`src/rtl/mem_arb_pkg.sv`:
```
`default_nettype none
// ============================================================================
// Module      : mem_arb_pkg
// Description : Shared types and constants for the memory port arbiter.
// Revision    : 1.0 - initial release
// ============================================================================
package mem_arb_pkg;

  // Largest supported CPU port count; sets the width of the port index.
  localparam int MAX_CPU = 4;

  // Width of the saturating host starvation counter.
  localparam int STARVE_W = 8;

  // Arbitration mode encodings for the RR_MODE parameter.
  localparam int RR_MODE_FIXED = 0;
  localparam int RR_MODE_RR    = 1;

  // Index of a CPU port (0..MAX_CPU-1).
  typedef logic [1:0] cpu_idx_t;

endpackage
`default_nettype wire

```
`src/rtl/rr_picker.sv`:
```
`default_nettype none
// ============================================================================
// Module      : rr_picker
// Description : One-hot round-robin select. The search starts at ptr and
//               wraps; ptr tied to zero gives fixed lowest-index priority.
// Revision    : 1.0 - initial release
// ============================================================================
module rr_picker
  import mem_arb_pkg::*;
#(
  parameter int N = 2
) (
  input  logic [N-1:0] req,
  input  cpu_idx_t     ptr,
  output logic [N-1:0] gnt
);

  logic found;
  int   idx;

  // Scan requests starting at the pointer; the first one found wins.
  always_comb begin
    gnt   = '0;
    found = 1'b0;
    idx   = 0;
    for (int off = 0; off < N; off++) begin
      idx = int'(ptr) + off;
      if (idx >= N) idx = idx - N;
      if (!found && req[idx]) begin
        gnt[idx] = 1'b1;
        found    = 1'b1;
      end
    end
  end

endmodule
`default_nettype wire

```
`src/rtl/mem_port_arbiter.sv`:
```
`default_nettype none
// ============================================================================
// Module      : mem_port_arbiter
// Description : Single-port memory arbiter for NUM_CPU CPU ports plus one
//               host port. Host is lowest priority unless starved or the
//               CPUs are held; read data returns one cycle after the grant.
// Revision    : 1.0 - initial release
// ============================================================================
module mem_port_arbiter
  import mem_arb_pkg::*;
#(
  parameter int NUM_CPU    = 2,
  parameter int ADDR_W     = 10,
  parameter int DATA_W     = 32,
  parameter int RR_MODE    = 1,
  parameter int STARVE_MAX = 15
) (
  input  logic                       mips_cpu_clk,
  input  logic                       mips_cpu_resetn,
  input  logic                       cpu_hold,
  input  logic [NUM_CPU-1:0]         cpu_req,
  input  logic [NUM_CPU-1:0]         cpu_we,
  input  logic [NUM_CPU*ADDR_W-1:0]  cpu_addr,
  input  logic [NUM_CPU*DATA_W-1:0]  cpu_wdata,
  input  logic [NUM_CPU*DATA_W/8-1:0] cpu_wstrb,
  output logic [NUM_CPU-1:0]         cpu_gnt,
  output logic [NUM_CPU-1:0]         cpu_rvalid,
  output logic [DATA_W-1:0]          cpu_rdata,
  input  logic                       host_req,
  input  logic                       host_we,
  input  logic [ADDR_W-1:0]          host_addr,
  input  logic [DATA_W-1:0]          host_wdata,
  input  logic [DATA_W/8-1:0]        host_wstrb,
  output logic                       host_gnt,
  output logic                       host_rvalid,
  output logic [DATA_W-1:0]          host_rdata,
  output logic                       mem_en,
  output logic [DATA_W/8-1:0]        mem_we,
  output logic [ADDR_W-1:0]          mem_addr,
  output logic [DATA_W-1:0]          mem_wdata,
  input  logic [DATA_W-1:0]          mem_rdata
);

  localparam int STRB_W = DATA_W / 8;

  logic [NUM_CPU-1:0]  cpu_req_m;
  logic [NUM_CPU-1:0]  pick_gnt;
  cpu_idx_t            pick_ptr;
  cpu_idx_t            gnt_idx;
  logic                starved;
  logic                host_win;

  cpu_idx_t            ptr_q, ptr_d;
  logic [STARVE_W-1:0] starve_q, starve_d;
  logic [NUM_CPU-1:0]  ret_cpu_q, ret_cpu_d;
  logic                ret_host_q, ret_host_d;

  // Mask CPU requests while the CPUs are held or the block is in reset.
  always_comb begin
    cpu_req_m = '0;
    if (mips_cpu_resetn && !cpu_hold) cpu_req_m = cpu_req;
  end

  assign pick_ptr = (RR_MODE == RR_MODE_RR) ? ptr_q : cpu_idx_t'(0);

  rr_picker #(
    .N (NUM_CPU)
  ) u_picker (
    .req (cpu_req_m),
    .ptr (pick_ptr),
    .gnt (pick_gnt)
  );

  // Grant decision: host wins when CPUs are held, host is starved, or no CPU asks.
  always_comb begin
    starved  = (starve_q == STARVE_W'(STARVE_MAX));
    host_win = mips_cpu_resetn && host_req &&
               (cpu_hold || starved || (cpu_req_m == '0));
    host_gnt = host_win;
    cpu_gnt  = host_win ? '0 : pick_gnt;
  end

  // Memory request mux from whichever port holds the grant.
  always_comb begin
    mem_en    = 1'b0;
    mem_we    = '0;
    mem_addr  = '0;
    mem_wdata = '0;
    gnt_idx   = '0;
    if (host_gnt) begin
      mem_en    = 1'b1;
      mem_addr  = host_addr;
      mem_wdata = host_wdata;
      mem_we    = host_we ? host_wstrb : '0;
    end
    for (int i = 0; i < NUM_CPU; i++) begin
      if (cpu_gnt[i]) begin
        mem_en    = 1'b1;
        mem_addr  = cpu_addr[i*ADDR_W +: ADDR_W];
        mem_wdata = cpu_wdata[i*DATA_W +: DATA_W];
        mem_we    = cpu_we[i] ? cpu_wstrb[i*STRB_W +: STRB_W] : '0;
        gnt_idx   = cpu_idx_t'(i);
      end
    end
  end

  // Next-state for the pointer, starvation counter and read-return register.
  always_comb begin
    ptr_d = ptr_q;
    if (cpu_gnt != '0) begin
      ptr_d = (gnt_idx == cpu_idx_t'(NUM_CPU - 1)) ? cpu_idx_t'(0) : gnt_idx + 1'b1;
    end
    starve_d = starve_q;
    if (!host_req || host_gnt) begin
      starve_d = '0;
    end else if (starve_q != '1) begin
      starve_d = starve_q + 1'b1;
    end
    ret_cpu_d  = cpu_gnt & ~cpu_we;
    ret_host_d = host_gnt & ~host_we;
  end

  // State registers; reset drops any pending read return.
  always_ff @(posedge mips_cpu_clk) begin
    if (!mips_cpu_resetn) begin
      ptr_q      <= '0;
      starve_q   <= '0;
      ret_cpu_q  <= '0;
      ret_host_q <= 1'b0;
    end else begin
      ptr_q      <= ptr_d;
      starve_q   <= starve_d;
      ret_cpu_q  <= ret_cpu_d;
      ret_host_q <= ret_host_d;
    end
  end

  // Read return: steer memory data to the recorded winner, zero otherwise.
  always_comb begin
    cpu_rvalid  = ret_cpu_q;
    host_rvalid = ret_host_q;
    cpu_rdata   = (ret_cpu_q != '0) ? mem_rdata : '0;
    host_rdata  = ret_host_q ? mem_rdata : '0;
  end

endmodule
`default_nettype wire

```
`config.mk`:
```
export PLATFORM = sky130hd
export DESIGN_NAME = mem_port_arbiter
export DESIGN_NICKNAME = d
export VERILOG_FILES = /design/src/rtl/mem_arb_pkg.sv /design/src/rtl/rr_picker.sv /design/src/rtl/mem_port_arbiter.sv
export SDC_FILE = /design/constraint.sdc
export NUM_CORES = 1
export LEC_CHECK = 0
export ABC_AREA = 1
export CAP_MARGIN = 20
export CORE_AREA = 5 5 111 113
export CTS_BUF_LIST = sky130_fd_sc_hd__clkbuf_4 sky130_fd_sc_hd__clkbuf_8
export DETAILED_ROUTE_END_ITERATION = 12
export DIE_AREA = 0 0 116 118
export HOLD_SLACK_MARGIN = 0.15
export PLACE_DENSITY = 0.7
export SETUP_SLACK_MARGIN = 0.05
export SYNTH_ARGS = -nofsm -noshare
export SYNTH_HDL_FRONTEND = slang
export SYNTH_SLANG_ARGS = --single-unit
```
`constraint.sdc`:
```
create_clock -name mips_cpu_clk -period 1.6 [get_ports mips_cpu_clk]
set_input_delay 0.24 -clock mips_cpu_clk [delete_from_list [all_inputs] [get_ports mips_cpu_clk]]
set_output_delay 0.24 -clock mips_cpu_clk [all_outputs]
set_load 0.01 [all_outputs]
```
==> Yosys cells after proc, flatten, opt, wreduce, memory -nomap -nowiden <==
Cells that the tools add are included.
{ "word_totals": {"ff_bits": 13, "in_bits": 179, "output_inout_bits": 117, "elab_cells": 76} }
{ "op_classes": {"n_addsub": 5, "order_cmp": 6, "n_eq_ne": 3, "mux": 36, "n_bitwise": 6, "reduce_logical": 16} }
{ "op_table": {"columns": ["cell", "count"], "rows": [
  ["2-to-1 mux 32 bit", 7],
  ["greater-or-equal comparator 32 x 1 -> 1 bit, second input constant", 2],
  ["less-than comparator 32 x 3 -> 1 bit, second input constant", 2],
  ["greater-or-equal comparator 32 x 3 -> 1 bit, second input constant", 1],
  ["subtractor 32 x 3 -> 32 bit, second input constant", 1],
  ["2-to-1 mux 10 bit", 3],
  ["2-to-1 mux 4 bit", 6],
  ["2-to-1 mux 1 bit", 13],
  ["2-to-1 mux 2 bit", 5],
  ["adder 8 x 1 -> 8 bit, second input constant", 1],
  ["== test 8 x 4 -> 1 bit, second input constant", 1],
  ["!= test 8 bit, second input constant", 1],
  ["logical AND 1 bit", 6],
  ["nonzero test 2 bit", 2],
  ["adder 2 x 1 -> 3 bit, second input constant", 1],
  ["zero test 1 bit", 3],
  ["logical OR 1 bit", 3],
  ["subtractor 2 x 2 -> 3 bit, second input constant", 1],
  ["adder 2 x 1 -> 2 bit, second input constant", 1],
  ["AND 2 bit", 1],
  ["demux 1 bit (select 1 bit)", 2],
  ["== test 2 x 1 -> 1 bit, second input constant", 1],
  ["greater-or-equal comparator 2 bit, second input constant", 1],
  ["zero test 2 bit", 1],
  ["5 further kinds", 6]
]} }

==> Logic depth before layout (Yosys ltp) <==
{ "depth": {"ltp_word": 14, "mapped_depth": 9, "ltp_nobuf": 8} }

==> By module <==
From an unflattened synthesis, not the netlist that was laid out.
{ "hier_totals": {"cells_unflattened": 443, "hier_area_um2": 2175.8} }
{ "by_module_without_submodules": {"columns": ["module", "instances", "cells_each", "area_each_um2", "seq_area_each_um2"], "rows": [
  ["mem_port_arbiter", 1, 436, 2147.1, 240.2],
  ["rr_picker", 1, 7, 28.8, 0.0]
]} }

==> Worst setup path after synthesis <==
OpenSTA, ideal clock, no wires.
{ "synth_timing": {"path_kind": "register to output", "startpoint": "register starve_q[0]", "endpoint": "output mem_addr[3]", "arrival_ns": 1.397, "required_time_ns": 1.360, "setup_slack_ns": -0.037, "path_stages_with_launch": 9, "n_path_buf": 2, "path_cell_list": "dfxtp_1 -> ha_1 -> nand3_2 -> o21ai_2 -> nand2_2 -> buf_4 -> buf_6 -> nand3_1 -> nand3_1"} }
{ "synth_via": {"elab_chain_len": 7, "word_cells_on_any_way": 8, "cone_classes": "eq/ne (1); mux (4); reduce/logical (3)"} }
{ "synth_lines": {"columns": ["element", "line_no", "source"], "rows": [
  ["from (decl)", "mem_port_arbiter.sv:54", "logic [STARVE_W-1:0] starve_q, starve_d;"],
  ["from (signal assigned)", "mem_port_arbiter.sv:132", "starve_q <= starve_d;"],
  ["== test 8 x 4 -> 1 bit (*)", "mem_port_arbiter.sv:76", "starved = (starve_q == STARVE_W'(STARVE_MAX));"],
  ["logical OR 1 bit (*) (2 in a row)", "mem_port_arbiter.sv:78", "(cpu_hold || starved || (cpu_req_m == '0));"],
  ["logical AND 1 bit (*)", "mem_port_arbiter.sv:77", "host_win = mips_cpu_resetn && host_req &&"],
  ["2-to-1 mux 10 bit / 2-to-1 mux 2 bit (equally long branches)", "mem_port_arbiter.sv:90, mem_port_arbiter.sv:80", null],
  ["2-to-1 mux 10 bit", "mem_port_arbiter.sv:97", "if (cpu_gnt[i]) begin"],
  ["2-to-1 mux 10 bit (*)", "mem_port_arbiter.sv:97", null],
  ["to (decl)", "mem_port_arbiter.sv:39", "output logic [ADDR_W-1:0] mem_addr,"]
]} }
Every way passes the cells marked *; elsewhere a longest branch is shown, timed or not.

==> Worst setup path after layout <==
{ "layout_timing": {"startpoint": "register starve_q[1]", "endpoint": "output mem_addr[5]"} }
Same word-level chain as after synthesis.

==> impl_metrics.env <==
export IMPL_run_status="finished, violations left"
export IMPL_violations="setup timing"
export IMPL_rsz0062_at_grt="yes"
export IMPL_die_area_um2=13690
export IMPL_fp_dieH_um=118
export IMPL_synth_edff_count=0
export IMPL_p_leak_uw=0.003649
export IMPL_cp_data_arrival_time_ns=1.83
export IMPL_async_flop_share=0
export IMPL_ys_seq_area_frac=0.1083
export IMPL_wl_um=17270
export IMPL_synth_top_cells_by_count="nand3_1, inv_1, nand2_1"
export IMPL_io_buffers=295
export IMPL_yosysTopAreaCellShare=0.4264
export IMPL_ys_top_cells_by_area="nand3_1, inv_1, dfxtp_1"
export IMPL_switchingPower_uw=773.4
export IMPL_fin_setup_tns_ns=-19.29
export IMPL_layout_cells_non_filler=932
export IMPL_worst_slack_ns=-0.4680
export IMPL_cp_end_kind="primary output"
export IMPL_grt_pass1_wl_um=25250
export IMPL_grt_total_usage=0.2338
export IMPL_netSwitchingFraction=0.3500
export IMPL_antenna_found_initial=0
export IMPL_clk_pin_slew_ns=0.06
export IMPL_pwr_share_comb=0.703
export IMPL_clock_sinks=12
export IMPL_cap_violations=0
export IMPL_clock_power_share=0.157
export IMPL_reg2reg_depth=10
export IMPL_cts_hold_buf=0
export IMPL_pre_cts_ws_ns=-1.042
export IMPL_nNetsFinal=970
export IMPL_register_area_um2=251.5
export IMPL_first_pass_iters=4
export IMPL_syn_avg_cell_area_um2=4.941
export IMPL_multiInputGateArea_um2=2197
export IMPL_hp_class="reg2reg"
export IMPL_finalHoldViolations=0
export IMPL_drtAntennaViolNets=0
export IMPL_syn_area_um2=2218
export IMPL_grt_pass1_vias=4783
export IMPL_crit_fanout=7
export IMPL_synthCells=449
export IMPL_io_pins=296
export IMPL_max_slew_margin_rel=0.8429
export IMPL_cts_root_buf="clkbuf_8"
export IMPL_drv_slew=0
export IMPL_cp_start_kind="register"
export IMPL_ir_worst_vdd_mv=0.2174
export IMPL_seq_power_share=0.140
export IMPL_synth_top_cell_by_area="nand3_1"
export IMPL_period_share=1.293
export IMPL_cts_tree="built"
export IMPL_clock_skew_ns=0.003824
export IMPL_fillCellCount=987
export IMPL_synthToLayoutAreaGrowth_pct=212.9
export IMPL_wire_per_inst_um=18.52
export IMPL_die_w_um=116
export IMPL_crit_required_ns=1.36
export IMPL_dp_cells=884
export IMPL_dpl_cell_area_um2=5644
export IMPL_clkLatencyLatePin_ns=0.25
export IMPL_max_freq_mhz=483.6
export IMPL_ys_warn_count=0
export IMPL_power_uw=2210
export IMPL_grt_start_max_net_pins=27
export IMPL_grt_overflow=0
export IMPL_tightest_slew_ns=0.2349
export IMPL_yosysMostFrequentCell="nand3_1"
export IMPL_crit_type="reg2out"
export IMPL_htreeDepth=1
export IMPL_fin_area_um2=6940
export IMPL_place_hpwl_um=11620
export IMPL_via_count=4480
export IMPL_routabilityCongestion=0.8619
export IMPL_synth_distinct_cells=18
export IMPL_syn_nets=629
export IMPL_synthFlopType="dfxtp_1"
export IMPL_internal_power_uw=1436
export IMPL_vias_per_cell=4.807
export IMPL_drc=0
export IMPL_core_um2=11220
export IMPL_cts_made_buffers=3
export IMPL_antenna_cells=0
export IMPL_fin_crit_ns=2.068
export IMPL_holdPathStages=3
export IMPL_fp_row_count=39
export IMPL_drt_iter0_drc=220
export IMPL_ys_ff_latch=12
export IMPL_initial_utilization=0.1977
export IMPL_finalSetupViolCount=51
export IMPL_drive_gt1_frac=0.3308
export IMPL_cts_buffer_depth=2
export IMPL_cellPowerDensity_nw_per_um2=318.4
[placed cells by master (no fill, tap or decap), types with 3 or more instances in the layout]
| cell type | count |
|---|---|
| buf_6 | 47 |
| inv_1 | 78 |
| dfxtp_2 | 3 |
| nand2_4 | 3 |
| inv_2 | 8 |
| buf_12 | 12 |
| nand3_1 | 87 |
| bufbuf_16 | 3 |
| clkbuf_8 | 4 |
| xnor2_1 | 3 |
| buf_16 | 11 |
| dlygate4sd2_1 | 60 |
| a21oi_1 | 3 |
| nor2_2 | 3 |
| nand2_1 | 56 |
| nand3_2 | 86 |
| nand3_4 | 17 |
| clkdlybuf4s50_1 | 175 |
| clkdlybuf4s15_1 | 8 |
| buf_4 | 37 |
| nor2_1 | 45 |
| buf_2 | 13 |
| dfxtp_1 | 7 |
| nand4_1 | 4 |
[stage by stage]
stage | hold WS [ns] | utilization
finish | 0.6190 | 0.6184
detailed placement | 0.5901 | 0.5029
CTS | 0.6174 | 0.5940
floorplan | 0.3124 | -
global placement | 0.5767 | 0.5029
global route | 0.6384 | 0.6184
[cell families after synthesis]
| logic type | synth area share |
|---|---|
| DFF | 0.1083 |
| and+or+nand+nor | 0.6278 |
| adders and majority gates | 0.005639 |
| xor gates and xnor gates | 0.01185 |
| AOI/OAI and AO/OA | 0.01974 |
| buffers and inverters | 0.2267 |
[registers in the layout, indices dropped and copies added (netlist names)]
signal	flops
pick_ptr	1
host_rvalid	1
cpu_rvalid	2
starve_q	8
[final cells by class]
class	count	area share
clock buffer	4	0.007932
sequential	12	0.03624
inverter	86	0.04651
tap	143	0.02578
multi-input combinational	316	0.3166
timing repair buffer	371	0.5670
[critical path, stage by stage (launching register included)]
cell	delay, ns
dfxtp_2	0.36
ha_4	0.16
nand3_4	0.09
o21ai_4	0.19
nand2_4	0.12
buf_6	0.15
buf_12	0.14
buf_8	0.12
nand3_2	0.06
nand3_2	0.07
buf_6	0.12
[power by group through the flow]
stage / Clock, µW / Combinational [µW] / Sequential (µW)
after floorplan: 0 / 376 / 315
after global placement: 0 / 1220 / 315
after detailed placement: 0 / 1230 / 315
after CTS: 357 / 1480 / 309
after global routing: 383 / 1640 / 310
final: 348 / 1550 / 309
[metal layers]
layer / wire length, µm / share of wire / global-route usage / vias to the layer above
met1: 6151 / 0.36 / 0.2505 / 2075
met4: 497 / 0.029 / 0.08702 / 0
met2: 9052 / 0.52 / 0.4284 / 232
met3: 1563 / 0.091 / 0.06272 / 37
li1: - / - / - / 2136
met5: 0 / 0 / 0 / -
[final timing paths]
kind	start	end	slack, ns
max	starve_q[1]$_SDFFE_PP0P_	mem_addr[5]	-0.47
min reg2reg	starve_q[1]$_SDFFE_PP0P_	starve_q[1]$_SDFFE_PP0P_	0.62
max reg2reg	starve_q[1]$_SDFFE_PP0P_	cpu_rvalid[1]$_SDFF_PN0_	-0.03
min	starve_q[1]$_SDFFE_PP0P_	starve_q[1]$_SDFFE_PP0P_	0.62
[what timing repair did]
item	in CTS	in global routing
gates resized for setup	426	56
endpoints found under the setup margin	126	70
buffers inserted	29	4
gates cloned	15	1
pin swaps	23	20
endpoints found under the hold margin	0	0
Note: power is estimated with default switching activity, not from simulation.
